$ cat src/rtl/apb_demux_pkg.sv
// apb_demux_pkg: shared state encoding and width helpers for the APB demux
package apb_demux_pkg;
  typedef enum logic [1:0] {IDLE, ACCESS, DERR, TOUT} state_e;
  function automatic int idx_w(input int n);
    return (n > 1) ? $clog2(n) : 1;
  endfunction
  function automatic int cnt_w(input int t);
    return $clog2(t + 1);
  endfunction
endpackage

$ cat src/rtl/apb_watchdog_cnt.sv
// apb_watchdog_cnt: wait-cycle counter that flags the cycle on which LIMIT waits are reached
module apb_watchdog_cnt #(
  parameter int LIMIT = 255,
  parameter int W = 8
) (
  input  logic clk_i,
  input  logic rst_i,
  input  logic en_i,
  input  logic clr_i,
  output logic exp_o
);
  logic [W-1:0] cnt_q, cnt_d;
  // next count: clear wins over increment
  always_comb cnt_d = clr_i ? '0 : en_i ? cnt_q + 1'b1 : cnt_q;
  // counter register
  always_ff @(posedge clk_i) cnt_q <= rst_i ? '0 : cnt_d;
  assign exp_o = en_i && cnt_q == W'(LIMIT - 1);
endmodule

$ cat src/rtl/apb_demux_timeout.sv
// apb_demux_timeout: APB 1-to-N demux with local decode errors, access watchdog and sticky error capture
module apb_demux_timeout
  import apb_demux_pkg::*;
#(
  parameter int NUM_SLAVES = 4,
  parameter int ADDR_WIDTH = 32,
  parameter int DATA_WIDTH = 32,
  parameter int SEL_LSB = 12,
  parameter int TIMEOUT_CYCLES = 255
) (
  input  logic                             clk_i,
  input  logic                             rst_i,
  input  logic                             m_psel_i,
  input  logic                             m_penable_i,
  input  logic                             m_pwrite_i,
  input  logic [ADDR_WIDTH-1:0]            m_paddr_i,
  input  logic [DATA_WIDTH-1:0]            m_pwdata_i,
  output logic [DATA_WIDTH-1:0]            m_prdata_o,
  output logic                             m_pready_o,
  output logic                             m_pslverr_o,
  output logic [NUM_SLAVES-1:0]            s_psel_o,
  output logic                             s_penable_o,
  output logic                             s_pwrite_o,
  output logic [ADDR_WIDTH-1:0]            s_paddr_o,
  output logic [DATA_WIDTH-1:0]            s_pwdata_o,
  input  logic [NUM_SLAVES*DATA_WIDTH-1:0] s_prdata_i,
  input  logic [NUM_SLAVES-1:0]            s_pready_i,
  input  logic [NUM_SLAVES-1:0]            s_pslverr_i,
  output logic                             err_valid_o,
  output logic                             err_type_o,
  output logic [ADDR_WIDTH-1:0]            err_addr_o,
  input  logic                             err_clr_i
);
  localparam int IDX_W = idx_w(NUM_SLAVES);
  localparam int CNT_W = cnt_w(TIMEOUT_CYCLES);
  localparam logic [IDX_W:0] NS = NUM_SLAVES[IDX_W:0];
  state_e state_q, state_d;
  logic [IDX_W-1:0] idx, sel_q, sel_d;
  logic hit, setup, rdy, slverr, expired, wd_en, err_new;
  logic err_valid_q, err_type_q;
  logic [ADDR_WIDTH-1:0] err_addr_q;
  assign idx = m_paddr_i[SEL_LSB +: IDX_W];
  assign hit = {1'b0, idx} < NS;
  assign setup = m_psel_i && !m_penable_i;
  assign s_penable_o = m_penable_i;
  assign s_pwrite_o = m_pwrite_i;
  assign s_paddr_o = m_paddr_i;
  assign s_pwdata_o = m_pwdata_i;
  assign wd_en = state_q == ACCESS && m_psel_i && !rdy;
  assign err_new = state_d == DERR || state_d == TOUT;
  assign err_valid_o = err_valid_q;
  assign err_type_o = err_type_q;
  assign err_addr_o = err_addr_q;
  apb_watchdog_cnt #(.LIMIT(TIMEOUT_CYCLES), .W(CNT_W)) u_wd (
    .clk_i(clk_i),
    .rst_i(rst_i),
    .en_i (wd_en),
    .clr_i(!wd_en),
    .exp_o(expired)
  );
  // route selects and mux the addressed slave's response; local errors answer on their own
  always_comb begin
    s_psel_o = '0;
    rdy = 1'b0;
    slverr = 1'b0;
    m_prdata_o = '0;
    for (int k = 0; k < NUM_SLAVES; k++) begin
      s_psel_o[k] = (state_q == ACCESS) ? sel_q == k[IDX_W-1:0]
                  : state_q == IDLE && setup && !rst_i && idx == k[IDX_W-1:0];
      if (state_q == ACCESS && sel_q == k[IDX_W-1:0]) begin
        rdy = s_pready_i[k];
        slverr = s_pslverr_i[k];
        m_prdata_o = s_prdata_i[k*DATA_WIDTH +: DATA_WIDTH];
      end
    end
    m_pready_o = (state_q == ACCESS) ? m_psel_i && rdy : state_q == DERR || state_q == TOUT;
    m_pslverr_o = slverr || state_q == DERR || state_q == TOUT;
  end
  // next state: accept SETUP in IDLE, finish or abandon in ACCESS, error states last one cycle
  always_comb begin
    state_d = state_q;
    sel_d = sel_q;
    case (state_q)
      IDLE: if (setup) begin
        state_d = hit ? ACCESS : DERR;
        sel_d = idx;
      end
      ACCESS: state_d = (!m_psel_i || rdy) ? IDLE : expired ? TOUT : ACCESS;
      default: state_d = IDLE;
    endcase
  end
  // state and target registers
  always_ff @(posedge clk_i)
    if (rst_i) begin
      state_q <= IDLE;
      sel_q <= '0;
    end else begin
      state_q <= state_d;
      sel_q <= sel_d;
    end
  // sticky capture of the first error; a simultaneous clear discards the new one
  always_ff @(posedge clk_i)
    if (rst_i || err_clr_i) begin
      err_valid_q <= 1'b0;
      err_type_q <= 1'b0;
      err_addr_q <= '0;
    end else if (err_new && !err_valid_q) begin
      err_valid_q <= 1'b1;
      err_type_q <= state_d == TOUT;
      err_addr_q <= m_paddr_i;
    end
endmodule
$ cat config.mk
export PLATFORM = sky130hd
export DESIGN_NAME = apb_demux_timeout
export DESIGN_NICKNAME = d
export VERILOG_FILES = /design/src/rtl/apb_demux_pkg.sv /design/src/rtl/apb_watchdog_cnt.sv /design/src/rtl/apb_demux_timeout.sv
export SDC_FILE = /design/constraint.sdc
export NUM_CORES = 1
export LEC_CHECK = 0
export ABC_AREA = 1
export CORE_AREA = 5 5 129 131
export CTS_CLUSTER_SIZE = 30
export DETAILED_ROUTE_END_ITERATION = 6
export DIE_AREA = 0 0 134 136
export SLEW_MARGIN = 25
export SYNTH_ARGS = -nofsm -noshare
export SYNTH_HDL_FRONTEND = slang
export SYNTH_SLANG_ARGS = --single-unit
$ cat constraint.sdc
create_clock -name clk_i -period 3.4 [get_ports clk_i]
set_clock_uncertainty 0.1 [all_clocks]
set_input_delay 0.68 -clock clk_i [delete_from_list [all_inputs] [get_ports clk_i]]
set_output_delay 0.68 -clock clk_i [all_outputs]
set_load 0.02 [all_outputs]
==> results.json, run 1 <==
{
  "dp_cells": 925,
  "mostFrequentLayoutCell": "clkdlybuf4s50_1",
  "tightest_slew_ps": 432,
  "finalHoldViolCount": 0,
  "crit_required_ps": 2620,
  "hold_ws_ps": 349,
  "wire_per_inst_microns": 16.1,
  "dp_hpwl_mm": 12.1,
  "drc": 0,
  "vias_per_cell": 4.32,
  "layout_common_cells": "clkdlybuf4s50_1 (275), nand2_1 (137), nor2_1 (81), nand3_1 (75), dfxtp_1 (46)",
  "cts.sinks": 46,
  "start_util_pct": 21.6,
  "hold_depth": 2,
  "cts-hold-fix-buffers": 0,
  "crit-reg2reg-launch": "sel_q[1]",
  "clock_latency_ps": 280,
  "gp_congestion": 0.840,
  "grt_setup_unrepaired": "false",
  "netlist-cell-type-count": 25,
  "post_cts_buffers": 0,
  "cap_violations": 0,
  "synth_compound_area_share_pct": 2.17,
  "synth_nets": 748,
  "path_common_cell": "nand2_1",
  "cts_buffers": 5,
  "power.density_nw_per_um2": 250,
  "fp-row-count": 46,
  "final_util_pct": 38.9,
  "path_max_fanout": 31,
  "synth_top_area_cell": "dfxtp_1",
  "htreeDepth": 2,
  "worstPathCellList": "nand2_1, nor2_4, buf_4, nand2_1, nand4_1, clkdlybuf4s50_1",
  "totalWireLength_mm": 15.1,
  "fin_setup_tns_ps": 0,
  "status": "complete, no violations",
  "cp.arrival_ps": 2340,
  "fin_total_pwr_mw": 1.50,
  "final_cells": 937,
  "antenna_found_initial": 5,
  "max-vdd-ir-drop_mv": 0.275,
  "grt.total_usage_pct": 15.5,
  "nNetsFinal": 948,
  "seq_area_frac_synth_pct": 27.5,
  "synthCells": 540,
  "yosys.area.top_type_share_pct": 27.5,
  "root_buffer": "clkbuf_16",
  "io_buffers": 277,
  "areaGrowthSynthToFinish_pct": 79.5,
  "muxShareOfSynthArea_pct": 0,
  "clockBufferDepth": 2,
  "ff2ff_setup_slack_ps": 1420,
  "die-area_sq_um": 18200,
  "num-fill-cells": 1629,
  "grt_pass1_wl_mm": 22.1,
  "drt_first_iter_violations": 163,
  "core_sq_um": 15500,
  "regToRegEndpoint": "err_addr_o[9]",
  "ant_nets": 0,
  "relSlewSlack_pct": 71.1,
  "fin_crit_ps": 3120,
  "fin_area_sq_um": 6020,
  "syn_avg_cell_area_sq_um": 6.21,
  "drtPass1Iterations": 4,
  "critical_path.top_delay_family": "buffers and inverters",
  "fin_ws_ps": 276,
  "ys_ff_latch": 46,
  "ios": 344,
  "setup-violations-final": 0,
  "die_w_microns": 134,
  "drv_slew": 0,
  "grt_pass1_vias": 3980,
  "netlist_area_sq_um": 3350,
  "critPathCaptureType": "primary output",
  "gr-total-overflow": 0,
  "place_ws_ps": 268,
  "cts_tree": "done",
  "path_clk_slew_ps": 60,
  "dpl_cell_area_sq_um": 5850,
  "synth-adder-area-share_pct": 0.747,
  "ys_warn_count": 0,
  "hold_class": "flip-flop to flip-flop",
  "synth-xor-area-share_pct": 1.57,
  "die_h_microns": 136,
  "critPathKind": "flip-flop to primary output",
  "startpoint_type": "flip-flop",
  "reg2regPathDepth": 9,
  "hp-start": "err_type_o",
  "synth_top_family_by_area": "simple AND/OR/NAND/NOR gates",
  "synth-simple-area-share_pct": 43.4,
  "p_leak_nw": 2.45,
  "via_count": 4045,
  "layout-drive-gt1-share_pct": 4.18,
  "path_buf_inv": 2,
  "grt_max_degree": 72,
  "yosys-top-cells-area": "dfxtp_1 (27%), nand2_1 (15%), buf_4 (15%), nand3_1 (11%), nor2_1 (9.4%)",
  "crit_slowest_cell": "clkdlybuf4s50_1",
  "ctsResizeCount": 0,
  "critPathMaxStageDelay_ps": 630,
  "finalCritPeriodShare_pct": 91.9,
  "fmax_mhz": 320,
  "min_to": "err_type_o"
}
## cell usage after synthesis
library cell  count
a31o_2            1
nand2_1         137
dfxtp_1          46
nor3_1            1
clkbuf_1         16
buf_2             8
o21ai_0           1
inv_1            44
nand3_1          75
o31ai_1           2
nor2_1           84
nand3b_1          1
a21oi_1           2
inv_2             2
ha_1              2
a32o_1            1
xnor2_1           3
buf_6             5
nor2_2            3
nand4_2           1
nand4_1          33
a221oi_1          1
xor2_1            3
a211oi_1          2
buf_4            66
## routing by layer
metal	up-vias	global-route usage, %	part of all wire [%]
li1	2063	-	-
met1	1767	17.6	39
met2	198	26.8	49
met3	15	6.00	10
met4	2	4.69	1.7
met5	-	0	0.086
## cells by family (layout without fill, tap and decap cells)
group / Yosys count / in the layout
simple gates: 335 / 335
buf+inv: 141 / 342
flops: 46 / 46
compound gates: 10 / 10
xor+xnor: 6 / 6
fa+ha+maj: 2 / 2
other cells: 0 / 4
## power breakdown
part	internal [mW]	switching, mW	total [mW]
registers	0.541	0.00374	0.545
clock network	0.291	0.202	0.493
logic	0.275	0.190	0.465
## area by class of cell
cell class | instances | area (sq um) | area share (%)
repair buffers | 288 | 2890 | 48.0
inverters | 46 | 173 | 2.87
clock buffers | 6 | 139 | 2.31
flip-flops and latches | 46 | 921 | 15.3
clock inverters | 2 | 12.5 | 0.208
well taps | 192 | 240 | 3.99
multi-input cells | 353 | 1630 | 27.1
diodes | 4 | 10.0 | 0.166
## flip-flops by register name, indices dropped and copies added (netlist names)
| signal | count |
|---|---|
| err_valid_o | 1 |
| u_wd.cnt_q | 8 |
| state_q | 2 |
| err_addr_o | 32 |
| err_type_o | 1 |
| sel_q | 2 |
## worst min-delay path: stages (launching register included)
cell and delay (ps):
dfxtp_1 310, inv_1 50, a21oi_1 50
## worst max-delay path by stage
| stage | end | start | cells after the start |
|---|---|---|---|
| 2_1_floorplan | s_psel_o[1] | m_penable_i | 5 |
| 3_3_place_gp | s_psel_o[0] | m_penable_i | 7 |
| 3_5_place_dp | s_psel_o[0] | m_penable_i | 7 |
| 4_1_cts | m_prdata_o[25] | sel_q[1] | 6 |
| 5_1_grt | m_prdata_o[2] | sel_q[1] | 8 |
| 6_report | m_prdata_o[25] | sel_q[1] | 6 |
No activity file was read; power rests on OpenSTA's default activity.
==> run 2: changes to the inputs <==
REMOVE_ABC_BUFFERS = 1   (was unset)
==> run 2 against run 1 <==
  * Fmax down 2.6%
  * Clock power decreased by 2%
  * Non-clock buffer count shrank 2
  * Register-to-register slack got worse by 360 ps
  * Count of clock-buffer cells in the layout shrank 1
  * Sequential cell count stayed put
  * Sequential share of layout area hardly changed
  * First-iteration DRC count down 12%
  * Design area about the same
  * Critical path depth rose by 1
  * Wire length increased by 0.52%
  * Cell count decreased by 0.53%
  * Critical endpoint is now s_psel_o[2]
  * Largest cell class unchanged
==> results.json, run 2 (same netlist as run 1, synthesis figures left out) <==
{
  "hold_depth": 2,
  "finalCritPeriodShare_pct": 94.3,
  "pwr-share-clk_pct": 32.3,
  "startpoint_type": "input pin",
  "drv_slew": 0,
  "fmax_mhz": 312,
  "critPathMaxStageDelay_ps": 660,
  "largest_register_ffs": 32,
  "p_int_mw": 1.09,
  "p_seq_share_pct": 36.6,
  "die-area_sq_um": 18200,
  "clock_latency_ps": 290,
  "dp_cells": 923,
  "fin_ws_ps": 193,
  "hp-start": "err_type_o",
  "io_buffers": 277,
  "power.density_nw_per_um2": 248,
  "route.met2.wl_mm": 6.93,
  "mostFrequentLayoutCell": "clkdlybuf4s50_1",
  "areaGrowthSynthToFinish_pct": 79.4,
  "dr_wl_met3_mm": 2.03,
  "worstPathCellList": "clkdlybuf4s50_1, nor2_1, nand3_1, nor2_1, inv_1, o31ai_1, clkdlybuf4s50_1",
  "routed.top_layer": "met4",
  "relSlewSlack_pct": 66.0,
  "cts_tree": "done",
  "grt_pass1_vias": 4072,
  "fin_setup_tns_ps": 0,
  "start_util_pct": 21.6,
  "cp.depth": 7,
  "die_w_microns": 134,
  "p_leak_nw": 2.45,
  "grt.total_usage_pct": 15.8,
  "ctsResizeCount": 0,
  "min_to": "err_type_o",
  "dp_hpwl_mm": 11.9,
  "status": "complete, no violations",
  "hold_class": "flip-flop to flip-flop",
  "path_max_fanout": 3,
  "wire_per_inst_microns": 16.3,
  "vias_per_cell": 4.38,
  "critPathKind": "input pin to primary output",
  "drtPass1Iterations": 4,
  "max-vdd-ir-drop_mv": 0.260,
  "grt_setup_unrepaired": "false",
  "drc": 0,
  "ant_nets": 0,
  "grt_max_degree": 70,
  "layout-drive-gt1-share_pct": 3.79,
  "cp.arrival_ps": 2430,
  "htreeDepth": 2,
  "die_h_microns": 136,
  "drt_first_iter_violations": 143,
  "crit-reg2reg-launch": "state_q[1]",
  "core_sq_um": 15500,
  "p_switching_uw": 400,
  "fp-row-count": 46,
  "dpl_cell_area_sq_um": 5860,
  "comb_power_share_pct": 31.2,
  "cap_violations": 0,
  "reg2regPathDepth": 9,
  "ios": 344,
  "drt-met1-wl_mm": 6.09,
  "gr-total-overflow": 0,
  "grt_pass1_wl_mm": 22.7,
  "cts-hold-fix-buffers": 0,
  "finalHoldViolCount": 0,
  "cts_buffers": 5,
  "totalWireLength_mm": 15.2,
  "fin_area_sq_um": 6010,
  "critPathCaptureType": "primary output",
  "nNetsFinal": 946,
  "gp_congestion": 0.737,
  "antenna_found_initial": 1,
  "crit_slowest_cell": "clkdlybuf4s50_1",
  "regToRegEndpoint": "err_addr_o[10]",
  "crit_required_ps": 2620,
  "via_count": 4085,
  "layout_common_cells": "clkdlybuf4s50_1 (276), nand2_1 (137), nor2_1 (81), nand3_1 (75), dfxtp_1 (46)",
  "path_buf_inv": 3,
  "critical_path.top_delay_family": "buffers and inverters",
  "root_buffer": "clkbuf_16",
  "switching_share_pct": 26.8,
  "clockBufferDepth": 2,
  "setup-violations-final": 0,
  "path_clk_slew_ps": 60,
  "post_cts_buffers": 0,
  "tightest_slew_ps": 510,
  "cts.sinks": 46,
  "ff2ff_setup_slack_ps": 1060,
  "place_ws_ps": 164,
  "fin_crit_ps": 3210,
  "final_cells": 932
}
==> run 2: layout make-up <==
| class | instances | area [sq um] |
|---|---|---|
| sequential | 46 | 921 |
| inverter | 46 | 173 |
| clock inverter | 3 | 18.8 |
| multi-input combinational | 353 | 1620 |
| antenna | 1 | 2.50 |
| clock buffer | 5 | 125 |
| timing repair buffer | 286 | 2910 |
| fill | 1632 | 9470 |
| tap | 192 | 240 |
==> run 2: worst register-to-register path, stage by stage (launching register included) <==
cell	delay (ps)
dfxtp_1	440
nor2_4	90
buf_12	190
nand3_1	160
nand2_1	70
nor2_2	160
nand4_2	400
buf_12	350
nor2_1	200
nor2_1	70
==> run 2: power groups by stage <==
stage	Combinational (mW)	Sequential, mW	Clock [mW]
after floorplan	0.0988	0.556	0
after global placement	0.468	0.557	0
after detailed placement	0.467	0.556	0
after CTS	0.470	0.544	0.505
after global routing	0.494	0.544	0.524
final	0.464	0.544	0.481
==> run 2: how the worst max path moves through the flow <==
| stage | startpoint | end |
|---|---|---|
| after floorplan | state_q[0] | m_pslverr_o |
| after global placement | m_penable_i | s_psel_o[2] |
| after detailed placement | m_penable_i | s_psel_o[2] |
| after CTS | m_penable_i | s_psel_o[2] |
| after global routing | m_penable_i | s_psel_o[2] |
| final | m_penable_i | s_psel_o[2] |
==> run 2: layer usage <==
| layer | track usage (%) | vias up |
|---|---|---|
| met1 | 18.8 | 1779 |
| met4 | 3.49 | 0 |
| met3 | 7.29 | 9 |
| li1 | - | 2055 |
| met5 | 2.50 | - |
| met2 | 25.8 | 242 |
==> run 2: metrics by stage <==
step | util [%] | total power, mW | hold WS [ps]
3_3_place_gp | 37.9 | 1.02 | 346
5_1_grt | 38.8 | 1.56 | 402
2_1_floorplan | - | 0.654 | 330
4_1_cts | 38.8 | 1.52 | 358
3_5_place_dp | 37.9 | 1.02 | 345
6_report | 38.8 | 1.49 | 352
==> run 3: changes to the inputs <==
SKIP_CTS_REPAIR_TIMING = 1   (was unset)
==> results of run 3 <==
The final DEF is identical to that of run 2; final timing and power are the same.
